File: src/rtl/tl_ul_pkg.sv
// Shared TileLink-UL definitions: opcode constants, field widths, initiator
// FSM state encoding and an alignment helper.
package tl_ul_pkg;

    localparam int unsigned TL_AW   = 32;
    localparam int unsigned TL_DW   = 32;
    localparam int unsigned TL_SRCW = 9;
    localparam int unsigned TL_SZW  = 2;

    // A-channel opcodes
    localparam logic [2:0] A_GET           = 3'd4;
    localparam logic [2:0] A_PUT_FULL      = 3'd0;
    localparam logic [2:0] A_PUT_PARTIAL   = 3'd1;

    // D-channel opcodes
    localparam logic [2:0] D_ACCESS_ACK      = 3'd0;
    localparam logic [2:0] D_ACCESS_ACK_DATA = 3'd1;

    typedef enum logic [1:0] {
        IDLE  = 2'd0,
        AREQ  = 2'd1,
        DWAIT = 2'd2,
        RESP  = 2'd3
    } tl_state_e;

    // True when the low address bits are a multiple of 2^size on a 32-bit bus.
    // size 3 (8 bytes) can never be carried and is reported as misaligned.
    function automatic logic tl_is_aligned(input logic [TL_SZW-1:0] size,
                                           input logic [1:0]        addr_lo);
        logic ok;
        case (size)
            2'd0:    ok = 1'b1;
            2'd1:    ok = (addr_lo[0] == 1'b0);
            2'd2:    ok = (addr_lo == 2'b00);
            default: ok = 1'b0;
        endcase
        return ok;
    endfunction

endpackage

File: src/rtl/tl_ul_mask_gen.sv
// TileLink-UL byte-lane mask generator for a 32-bit data bus.
// Purely combinational; expects an aligned (size, addr_lo) pair.
module tl_ul_mask_gen
    import tl_ul_pkg::*;
(
    input  logic [1:0] size,
    input  logic [1:0] addr_lo,
    output logic [3:0] mask
);

    // Select the byte lanes covered by the access
    always_comb begin
        mask = 4'b0000;
        case (size)
            2'd0:    mask = 4'b0001 << addr_lo;
            2'd1:    mask = addr_lo[1] ? 4'b1100 : 4'b0011;
            2'd2:    mask = 4'b1111;
            default: mask = 4'b0000;
        endcase
    end

endmodule

File: src/rtl/tl_ul_initiator.sv
// Single-outstanding TileLink-UL initiator: turns one command into one A beat,
// waits for the matching D beat and returns a checked response.
// Optional feature: define TL_UL_INITIATOR_TIMEOUT_EN to bound the D-channel
// wait to TIMEOUT_CYCLES cycles; otherwise DWAIT waits indefinitely.
module tl_ul_initiator
    import tl_ul_pkg::*;
#(
    parameter int unsigned SOURCE_ID      = 0,
    parameter int unsigned TIMEOUT_CYCLES = 1024
) (
    input  logic        clk,
    input  logic        rst,
    // command port
    input  logic        cmd_valid,
    output logic        cmd_ready,
    input  logic        cmd_write,
    input  logic [31:0] cmd_addr,
    input  logic [1:0]  cmd_size,
    input  logic [31:0] cmd_wdata,
    // A channel
    output logic        a_valid,
    input  logic        a_ready,
    output logic [2:0]  a_opcode,
    output logic [2:0]  a_param,
    output logic [1:0]  a_size,
    output logic [8:0]  a_source,
    output logic [31:0] a_address,
    output logic [3:0]  a_mask,
    output logic [31:0] a_data,
    // D channel
    input  logic        d_valid,
    output logic        d_ready,
    input  logic [2:0]  d_opcode,
    input  logic [1:0]  d_param,
    input  logic [1:0]  d_size,
    input  logic [8:0]  d_source,
    input  logic        d_denied,
    input  logic [31:0] d_data,
    input  logic        d_corrupt,
    // response port
    output logic        rsp_valid,
    input  logic        rsp_ready,
    output logic [31:0] rsp_rdata,
    output logic        rsp_error,
    output logic        rsp_timeout
);

    localparam logic [TL_SRCW-1:0] SRC = TL_SRCW'(SOURCE_ID);

    tl_state_e   state;
    tl_state_e   state_nxt;

    logic        cmd_fire;
    logic        cmd_misaligned;
    logic        d_fire;
    logic        tmo_fire;
    logic        tmo_expired;
    logic        d_err;

    logic        wr_q;
    logic [31:0] addr_q;
    logic [1:0]  size_q;
    logic [31:0] wdata_q;
    logic [31:0] rdata_q;
    logic        err_q;
    logic [3:0]  mask;

    // Only the opcode, source and status bits of a D beat matter here.
    logic        unused_d_fields;
    assign unused_d_fields = ^{d_param, d_size};

    assign cmd_misaligned = !tl_is_aligned(cmd_size, cmd_addr[1:0]);

    // Expected D opcode depends on the captured direction of the request.
    assign d_err = d_denied | d_corrupt | (d_source != SRC) |
                   (d_opcode != (wr_q ? D_ACCESS_ACK : D_ACCESS_ACK_DATA));

    tl_ul_mask_gen u_mask_gen (
        .size    (size_q),
        .addr_lo (addr_q[1:0]),
        .mask    (mask)
    );

    // FSM state register
    always_ff @(posedge clk or posedge rst) begin
        if (rst) begin
            state <= IDLE;
        end else begin
            state <= state_nxt;
        end
    end

    // FSM next state and handshake outputs
    always_comb begin
        state_nxt = state;
        cmd_ready = 1'b0;
        a_valid   = 1'b0;
        d_ready   = 1'b0;
        rsp_valid = 1'b0;
        cmd_fire  = 1'b0;
        d_fire    = 1'b0;
        tmo_fire  = 1'b0;
        case (state)
            IDLE: begin
                cmd_ready = 1'b1;
                if (cmd_valid) begin
                    cmd_fire  = 1'b1;
                    state_nxt = cmd_misaligned ? RESP : AREQ;
                end
            end
            AREQ: begin
                a_valid = 1'b1;
                if (a_ready) begin
                    state_nxt = DWAIT;
                end
            end
            DWAIT: begin
                d_ready = 1'b1;
                if (d_valid) begin
                    d_fire    = 1'b1;
                    state_nxt = RESP;
                end else if (tmo_expired) begin
                    tmo_fire  = 1'b1;
                    state_nxt = RESP;
                end
            end
            RESP: begin
                rsp_valid = 1'b1;
                if (rsp_ready) begin
                    state_nxt = IDLE;
                end
            end
            default: state_nxt = IDLE;
        endcase
    end

    // Capture command fields on acceptance; held stable for the whole A beat
    always_ff @(posedge clk) begin
        if (cmd_fire) begin
            wr_q    <= cmd_write;
            addr_q  <= cmd_addr;
            size_q  <= cmd_size;
            wdata_q <= cmd_wdata;
        end
    end

    // Response read data: D data only for an error-free read, else zero
    always_ff @(posedge clk) begin
        if (cmd_fire || tmo_fire) begin
            rdata_q <= 32'd0;
        end else if (d_fire) begin
            rdata_q <= (!wr_q && !d_err) ? d_data : 32'd0;
        end
    end

    // Response error flag, decided at whichever event enters RESP
    always_ff @(posedge clk or posedge rst) begin
        if (rst) begin
            err_q <= 1'b0;
        end else if (cmd_fire) begin
            err_q <= cmd_misaligned;
        end else if (d_fire) begin
            err_q <= d_err;
        end else if (tmo_fire) begin
            err_q <= 1'b1;
        end
    end

`ifdef TL_UL_INITIATOR_TIMEOUT_EN
    localparam logic [15:0] TMO_LAST = 16'(TIMEOUT_CYCLES - 1);

    logic [15:0] tmo_cnt;
    logic        tmo_q;

    // Count DWAIT cycles; held at zero elsewhere so every DWAIT entry starts clean
    always_ff @(posedge clk or posedge rst) begin
        if (rst) begin
            tmo_cnt <= 16'd0;
        end else if (state != DWAIT) begin
            tmo_cnt <= 16'd0;
        end else begin
            tmo_cnt <= tmo_cnt + 16'd1;
        end
    end

    assign tmo_expired = (state == DWAIT) && (tmo_cnt == TMO_LAST);

    // Timeout flag for the pending response
    always_ff @(posedge clk or posedge rst) begin
        if (rst) begin
            tmo_q <= 1'b0;
        end else if (cmd_fire || d_fire) begin
            tmo_q <= 1'b0;
        end else if (tmo_fire) begin
            tmo_q <= 1'b1;
        end
    end

    assign rsp_timeout = rsp_valid & tmo_q;
`else
    logic unused_timeout_cfg;
    assign unused_timeout_cfg = ^(16'(TIMEOUT_CYCLES));
    assign tmo_expired = 1'b0;
    assign rsp_timeout = 1'b0;
`endif

    // A channel fields are driven only while the beat is offered
    assign a_opcode  = a_valid ? (wr_q ? A_PUT_FULL : A_GET) : 3'd0;
    assign a_param   = 3'd0;
    assign a_size    = a_valid ? size_q : 2'd0;
    assign a_source  = a_valid ? SRC : 9'd0;
    assign a_address = a_valid ? addr_q : 32'd0;
    assign a_mask    = a_valid ? mask : 4'd0;
    assign a_data    = (a_valid && wr_q) ? wdata_q : 32'd0;

    assign rsp_rdata = rsp_valid ? rdata_q : 32'd0;
    assign rsp_error = rsp_valid & err_q;

endmodule

File: config.mk
export PLATFORM = sky130hd
export DESIGN_NAME = tl_ul_initiator
export DESIGN_NICKNAME = d
export VERILOG_FILES = /design/src/rtl/tl_ul_pkg.sv /design/src/rtl/tl_ul_mask_gen.sv /design/src/rtl/tl_ul_initiator.sv
export SDC_FILE = /design/constraint.sdc
export NUM_CORES = 1
export LEC_CHECK = 0
export BUFFER_PORTS_ARGS = -buffer_cell sky130_fd_sc_hd__buf_2
export CAP_MARGIN = 20
export CORE_ASPECT_RATIO = 1.1
export CORE_MARGIN = 1.5
export CORE_UTILIZATION = 49
export CTS_BUF_LIST = sky130_fd_sc_hd__clkbuf_4
export DETAILED_ROUTE_END_ITERATION = 7
export HOLD_SLACK_MARGIN = 0.02
export PLACE_DENSITY = 0.95
export SETUP_SLACK_MARGIN = 0.05
export SLEW_MARGIN = 20
export SYNTH_ARGS = -nofsm -noshare
export SYNTH_HDL_FRONTEND = slang
export SYNTH_SLANG_ARGS = --single-unit
File: constraint.sdc
create_clock -name clk -period 8.6 [get_ports clk]
set_clock_uncertainty 0.1 [all_clocks]
set_input_delay 2.15 -clock clk [delete_from_list [all_inputs] [get_ports clk]]
set_output_delay 2.15 -clock clk [all_outputs]
set_load 0.02 [all_outputs]
## After elaboration in Yosys (flattened, before gate mapping)

Cells that the tools add are included.

| storage, ports and cells | value |
|---|---|
| flip-flop bits (word level) | 102 |
| output and inout port bits | 123 |
| logic and storage cells | 65 |
| input bits | 123 |

| cells by class | value |
|---|---|
| equal/unequal tests | 12 |
| reduce and logical (&&, ||, !) cells | 12 |
| shifts and indexed selects | 1 |
| bitwise gates (word level) | 5 |
| multiplexer cells | 28 |

Operators with widths:

| operator | number |
|---|---|
| $mux 32 | 4 |
| $mux 2 | 6 |
| $pmux 4 s3 | 1 |
| $mux 1 | 11 |
| $reduce_bool 9->1 | 1 |
| $eq 2x2->1 const B | 4 |
| $logic_not 2->1 | 4 |
| $mux 4 | 2 |
| $ne 2x2->1 const B | 4 |
| $pmux 2 s4 | 1 |
| $eq 2x1->1 const B | 3 |
| $mux 3 | 2 |
| $reduce_and 4->1 | 1 |
| $shl 1x2->4 const A | 1 |
| $logic_not 1->1 | 3 |
| $ne 3x1->1 | 1 |
| $or 1x1->1 | 3 |
| $pmux 1 s3 | 1 |
| $logic_and 1x1->1 | 2 |
| $reduce_bool 2->1 | 1 |
| $and 1x1->1 | 1 |
| $not 1->1 | 1 |

## Depth between registers and ports, before layout

Gate-level depths: netlist of run 1.

| depth | value |
|---|---|
| word-level depth | 6 |
| gate-level depth with buffers | 8 |
| gate-level depth less buffers | 6 |

## Hierarchy

A second synthesis of run 1 with hierarchy kept.

| unflattened totals | value |
|---|---|
| cells, all modules | 318 |
| area total of the unflattened synthesis | 4231.6 um2 |

Modules (own cells, without submodules):

| module | times used | area an instance (um2) | seq. area each (um2) | cells an instance |
|---|---|---|---|---|
| tl_ul_initiator | 1 | 4165.2 | 2727.6 | 310 |
| tl_ul_mask_gen | 1 | 66.3 | 0.0 | 8 |

## Worst setup path before layout of run 1

No wires, ideal clock.

| path | value |
|---|---|
| path kind | input-to-reg |
| start point | input port cmd_valid |
| end point | register err_q |
| required time | 8381 ps |
| arrival time | 4229 ps |
| buffers on the path | 0 |
| library setup time | 119 ps |
| stages | 4 |
| setup slack | 4153 ps |
| path through | and2_1 -> o21ai_0 -> o21ai_0 -> o21ba_1 |

| on the way | value |
|---|---|
| word-level cells in the longest chain between the ends | 3 |
| elaborated cells between the ends (all ways) | 4 |
| classes of those cells | mux: 3; reduce/logical: 1 |

Ends and longest elaborated chain:

| element | RTL line | source |
|---|---|---|
| start, declared | tl_ul_initiator.sv:14 | `input logic cmd_valid,` |
| $mux 1 * | tl_ul_initiator.sv:106 | `if (cmd_valid) begin` |
| $mux 1 * | tl_ul_initiator.sv:103 | `case (state)` |
| $mux 1 / $reduce_bool 2->1 (equally long branches) | n/a |  |
| end signal, assigned | tl_ul_initiator.sv:161 | `err_q <= cmd_misaligned;` |
| end signal, assigned | tl_ul_initiator.sv:163 | `err_q <= d_err;` |
| end, declared | tl_ul_initiator.sv:65 | `logic err_q;` |

Mark *: on every way between the ends. The rest lies on a longest branch, timed or not.
A chain may end at the register's enable or synchronous reset.

## Final worst setup path of run 1

| path | value |
|---|---|
| start point | register state[1] |
| end point | output port a_mask[3] |

| on the way | value |
|---|---|
| word-level cells in the longest chain between the ends | 3 |

Ends and longest elaborated chain:

| element | RTL line | source |
|---|---|---|
| start, declared | tl_ul_initiator.sv:50 | `tl_state_e state;` |
| start signal, assigned | tl_ul_initiator.sv:89 | `state <= state_nxt;` |
| $eq 2x1->1 | tl_ul_initiator.sv:103 |  |
| $mux 1 | tl_ul_initiator.sv:103 |  |
| $mux 4 | tl_ul_initiator.sv:213 | `assign a_mask = a_valid ? mask : 4'd0;` |
| end, declared | tl_ul_initiator.sv:28 | `output logic [3:0] a_mask,` |

No other way between the ends.

==> metrics, run 1 <==
status finished clean; hold_ws 388.1 ps; WP data arrival around 2600 ps; Worst-Skew Late Latency 440 ps; drt first pass iters 4; port bufs 226; CP required between 6000 and 7000 ps; Final Setup Violations 0; initial core utilization 50.29%; kind of critical path reg2out; Post-Syn Area 4184 sq um; Placeable Area 8320 sq um; worst vdd ir about 130 uV; Max stage delay on crit path 790 ps; Worst Path Max Fanout 67; Hold Vio Cnt, Final 0; post-cts hold buffer count 0; vias per inst just under 5; routability cong. approximately 0.79; post-CTS setup buffers 0; DIE HEIGHT 99.92 um; CTS H-tree depth 3; post-DP HPWL between 7000 and 8000 um; vias in the first global route 2938; drt total wl a little under 10000 um; Static Leak 2.752 nW; Post-route DRC 0; area of placed instances between 5000 and 6000 sq um; ANT cells 0; num rows 35; GR Overflow Total 0; multi-input logic area 1270 sq um; number of max-cap violations 0; CP cell instances inv_1 > ha_2 > o21ai_0 > a21oi_1 > buf_2; layout cells sized above 1 46.40%; wire per inst between 15 and 20 um; most frequent cells in the layout buf_2 (226), edfxtp_1 (67), and2_1 (65); Yosys cell types 31; RSZ-0062 raised after global routing no; pin count of the biggest net entering global routing 69; Clock Pin Slew Worst Setup and Hold Paths 150 ps; CTS Root Cell clkbuf_4; pwr dens 241.4 nW/um^2; layout filler cell count 625; DR iter-0 viols between 100 and 150; Die Footprint between 9000 and 10000 sq um; I/O Pins about 250; first-pass GRT wire length 15030 um; post_cts resized 0; design area 5450 sq um; Mapped Cells 317; Worst Tran Pin Value 1027 ps; Die Wd 91.11 um; commonest non-fill, non-tap cell in the layout buf_2; Worst Setup Start Kind flip-flop; CP max stage cell ha_2; final worst setup slack 3708 ps; period utilization between 50% and 60%; fin. max-slew vios 0; Syn-to-layout area delta 30.26%; Total Routing Usage GR 21.53%; setup TNS 0 ps; Layout Utilization approximately two thirds; Top delay family on crit path adder cells; YS warnings 0; Seq cells post-synth between 100 and 150; post-route antenna net violation count 0; CP Buf/Inv Count 2; # nets final 664; clk buf depth 2; largest area contributor in the netlist edfxtp_1; highest clock rate 204.4 MHz; critical path capture point type primary output; CTS Sinks 102; min Tclk post-route 4892 ps; Placement Setup Slack around 4200 ps; top cells by area, synth edfxtp_1 (48%), dfxtp_1 (15%), and2_1 (9.9%); CTS tree done; Hold Crit Class reg2reg; area share of the largest cell type after synthesis 48.09%; sequential fraction of the synthesis area approximately two thirds; Mean Syn Cell Area 13.20 sq um; Rel. slew slack roughly a third; Storage cell area 2728 sq um; clock buffer count from CTS 9; vias 3172; initial antenna violation count 4
worst register-to-register path, stage by stage, from the launching register on:
cell	delay, ps
dfrtp_1	440
inv_1	130
ha_1	260
and2_2	170
buf_4	620
o21ai_0	230
o21ai_0	120
o21ba_1	160
sequential cells by signal, summed over array words and instances (netlist names):
| name | flops |
|---|---|
| wdata_q | 32 |
| state | 2 |
| size_q | 2 |
| err_q | 1 |
| addr_q | 32 |
| rdata_q | 32 |
| wr_q | 1 |
metrics by stage:
stage,std cells,power (mW)
2_1_floorplan,331,0.9484
3_3_place_gp,636,1.086
3_5_place_dp,636,1.106
4_1_cts,652,1.326
5_1_grt,652,1.386
6_report,652,1.316
worst paths after layout:
check,startpoint,to,slack [ps],cells after the start
hold reg to reg,rdata_q[24],rdata_q[24],390,1
setup reg to reg,state[1],err_q,6250,7
hold / removal,rdata_q[24],rdata_q[24],390,1
setup / recovery,state[1],a_mask[3],3710,5
min in group asynchronous,rst,state[1],1460,2
max in group asynchronous,rst,state[0],6780,2
layer usage:
layer	global-route usage, %	vias to the layer above	wire, um
met5	0	-	61
met4	7.933	8	177
met3	8.182	23	978
met2	37.43	169	5033
met1	24.08	1433	3695
li1	-	1539	-
kinds of logic after synthesis:
family / after synthesis / synth area share [%]
simple gates: 113 / 17.11
flops: 102 / 65.19
compound gates: 47 / 8.912
buf+inv: 45 / 6.280
fa+ha+maj: 5 / 1.495
mux: 3 / 0.7177
other cells: 1 / 0.08963
xor+xnor: 1 / 0.2094
cells in the mapped netlist:
master     n
a221oi_1   1
mux2i_1    3
and3_1    32
or4_4      1
a211oi_1   1
o21ba_1    1
buf_4     16
nand4_2    1
and2_1    66
o21ai_0    4
a22o_1    32
a21oi_1    5
edfxtp_1  67
nand2_1    2
nor4_1     1
o22ai_1    1
nor2_1     6
inv_1     10
nor3_1     1
conb_1     1
dfrtp_1    3
nand2b_1   1
xor2_1     1
buf_8      3
nor4bb_1   1
clkbuf_1  16
ha_1       5
dfxtp_1   32
a22oi_1    1
o21bai_1   1
nor4_4     1
power breakdown:
group / switching [mW] / internal [mW]
combinational: 0.319 / 0.150
clock: 0.161 / 0.0635
sequential: 0.0232 / 0.598
layout make-up:
cell class | instances | share of cell area [%]
well taps | 111 | 2.548
inverters | 10 | 0.6887
multi-input cells | 184 | 23.30
clock inverters | 7 | 1.010
flip-flops and latches | 102 | 50.05
repair buffers | 229 | 21.17
clock buffers | 9 | 1.240
Note: power is estimated with default switching activity, not from simulation.
==> run 2: changes to the inputs <==
ABC_AREA = 1   (was not set)
CORE_UTILIZATION = 47   (was 49)
PLACE_DENSITY = 0.89   (was 0.95)
clock period = 5.1 ns   (was 8.6 ns; I/O delays follow)
==> run 2 against run 1 <==
Against the previous run: count of clock-buffer cells in the layout is the same; utilization is 3.8 points lower; non-clock buffer count is 1 higher; wire length is 18% higher; sequential share of layout area fell by 5.6 points; combinational power grew 88%; die area increased by 20%; sequential power is 70% higher; via count up 33%; highest routed layer is now met4.
==> metrics, run 2 <==
status finished clean; min Tclk post-route 4049 ps; kind of critical path reg2out; Worst-Skew Late Latency 440 ps (about the same); vias 4215 (+33%); vias in the first global route 3675 (+25%); Static Leak 3.582 nW (+30%); Yosys cell types 26 (-16%); # nets final 912 (+37%); Worst Path Max Fanout 38 (-43%); routability cong. 0.7780 (-2.0%); port bufs 226 (unchanged); highest clock rate 247.0 MHz; post-DP HPWL 8553 um (+14%); post-CTS setup buffers 0 (unchanged); I/O Pins 246 (unchanged); area of placed instances 5958 sq um (+12%); post-route antenna net violation count 0 (unchanged); period utilization 79.39%; GR Overflow Total 0 (unchanged); pwr dens 397.1 nW/um^2 (+64%); ys async rst share 2.941% (unchanged); top cells by area, synth edfxtp_1 (41%), dfxtp_1 (13%), inv_1 (11%); Total Routing Usage GR 20.60% (-0.93 points); first-pass GRT wire length 17430 um (+16%); Hold Vio Cnt, Final 0 (unchanged); CTS tree done; initial core utilization 48.83% (-1.5 points); pin count of the biggest net entering global routing 52 (-25%); CTS Sinks 102 (unchanged); DR iter-0 viols 234 (+65%); WP data arrival 2670 ps (+30 ps); initial antenna violation count 0 (-4); Clock Pin Slew Worst Setup and Hold Paths 160 ps (about the same); worst vdd ir 324.1 uV (+150%); Post-route DRC 0 (unchanged); Rel. slew slack 31.14% (-0.39 points); drt first pass iters 6 (+2); ANT cells 0 (unchanged); num rows 38 (+8.6%); Placeable Area 9937 sq um (+19%); Syn-to-layout area delta 26.35%; design area 6131 sq um (+12%); Worst Tran Pin Value 1030 ps (+3.316 ps); CP required 3720 ps (-2630 ps); Final Setup Violations 0 (unchanged); layout filler cell count 862 (+38%); Critical path destination a_data[13]; RSZ-0062 raised after global routing no; R2R depth 6 (-1); synth cell count leaders inv_1 (146), nand2_1 (106), nor2_1 (76); commonest non-fill, non-tap cell in the layout buf_2; drt total wl 11690 um (+18%); CTS Root Cell clkbuf_4; cell with the most instances after synthesis inv_1; Post-Syn Area 4852 sq um (+16%); vias per inst 4.637 (-4.7%); most frequent cells in the layout buf_2 (226), inv_1 (145), nand2_1 (106); wire per inst 12.86 um (-16%); sequential fraction of the synthesis area 56.21% (-9.0 points); R2R setup slack 2500 ps (-3750 ps); clock buffer count from CTS 9 (unchanged); Worst Setup Start Kind flip-flop; largest area contributor in the netlist edfxtp_1; crit path from state[1]; DIE HEIGHT 109.6 um (+9.7%); Die Footprint 10940 sq um (+20%); reg2reg start state[0]; Post-synth top flop edfxtp_1; setup TNS 0 ps (unchanged); Die Wd 99.88 um (+9.6%); post-cts hold buffer count 0 (unchanged); reg2reg end rdata_q[1]; Mapped Cells 574 (+81%); top flop regs addr_q (32), rdata_q (32), wdata_q (32); Mean Syn Cell Area 8.453 sq um (-36%); number of max-cap violations 0 (unchanged); CTS H-tree depth 3 (unchanged); post_cts resized 0 (unchanged); YS warnings 0 (unchanged); layout cells sized above 1 32.57% (-14 points); EDFF count, synth 67 (unchanged); Seq cells post-synth 102 (unchanged); Hold Crit Class reg2reg; fin. max-slew vios 0 (unchanged); clk buf depth 2 (unchanged); critical path capture point type primary output; area share of the largest cell type after synthesis 41.46% (-6.6 points)
## run 2: worst max-delay path, stage by stage, from the launching register on
cell and delay (ps):
dfrtp_1 440, inv_1 130, ha_1 160, buf_4 320, nand2_1 660, nor2_1 310
buf_2 210
## run 2: layout make-up
cell class	instances	area (sq um)	share of cell area, %
sequential	102	2728	44.49
multi-input combinational	295	1360	22.18
timing repair buffer	230	1174	19.14
inverter	146	549.3	8.959
tap	120	150.1	2.449
clock inverter	7	102.6	1.673
clock buffer	9	67.56	1.102
## run 2: worst min path at each step
stage / start / to / slack [ps] / cells past startpoint
after floorplan: rdata_q[0] / rdata_q[0] / 350 / 2
after global placement: rdata_q[15] / rdata_q[15] / 350 / 2
after detailed placement: rdata_q[10] / rdata_q[10] / 360 / 2
after CTS: rdata_q[10] / rdata_q[10] / 380 / 2
after global routing: rdata_q[4] / rdata_q[4] / 400 / 2
final: rdata_q[14] / rdata_q[14] / 380 / 2
## run 2: report_power, final
part,internal [mW],switching [mW]
clock,0.207,0.282
combinational,0.249,0.634
sequential,1.02,0.0392
total,1.48,0.955
## run 2: logic make-up after synthesis
| family | Yosys count | share of synthesized area, % |
|---|---|---|
| AO/OA/AOI/OAI | 48 | 5.235 |
| adder cells (fa/ha/maj) | 5 | 1.289 |
| buffers and inverters | 191 | 16.89 |
| flip-flops | 102 | 56.21 |
| other | 1 | 0.07729 |
| AND/OR/NAND/NOR | 227 | 20.29 |
## run 2: routing by layer
layer	up-vias	global-route usage [%]	wire, um	part of all wire [%]
li1	2133	-	-	-
met5	-	0	0	0
met2	210	37.61	5896	50
met3	8	5.086	1020	8.7
met4	0	6.841	94	0.80
met1	1864	23.64	4681	40
## run 2: stage by stage
step	total power [mW]	setup slack [ps]	hold WS [ps]	utilization, %	std cells
final	2.435	1051	376.3	61.70	909
after global routing	2.578	727.7	395.5	61.70	909
after CTS	2.456	970.3	378.0	61.67	909
after detailed placement	1.972	1509	357.1	59.96	893
after global placement	1.942	1636	352.4	59.96	893
after floorplan	1.684	1034	345.6	-	588
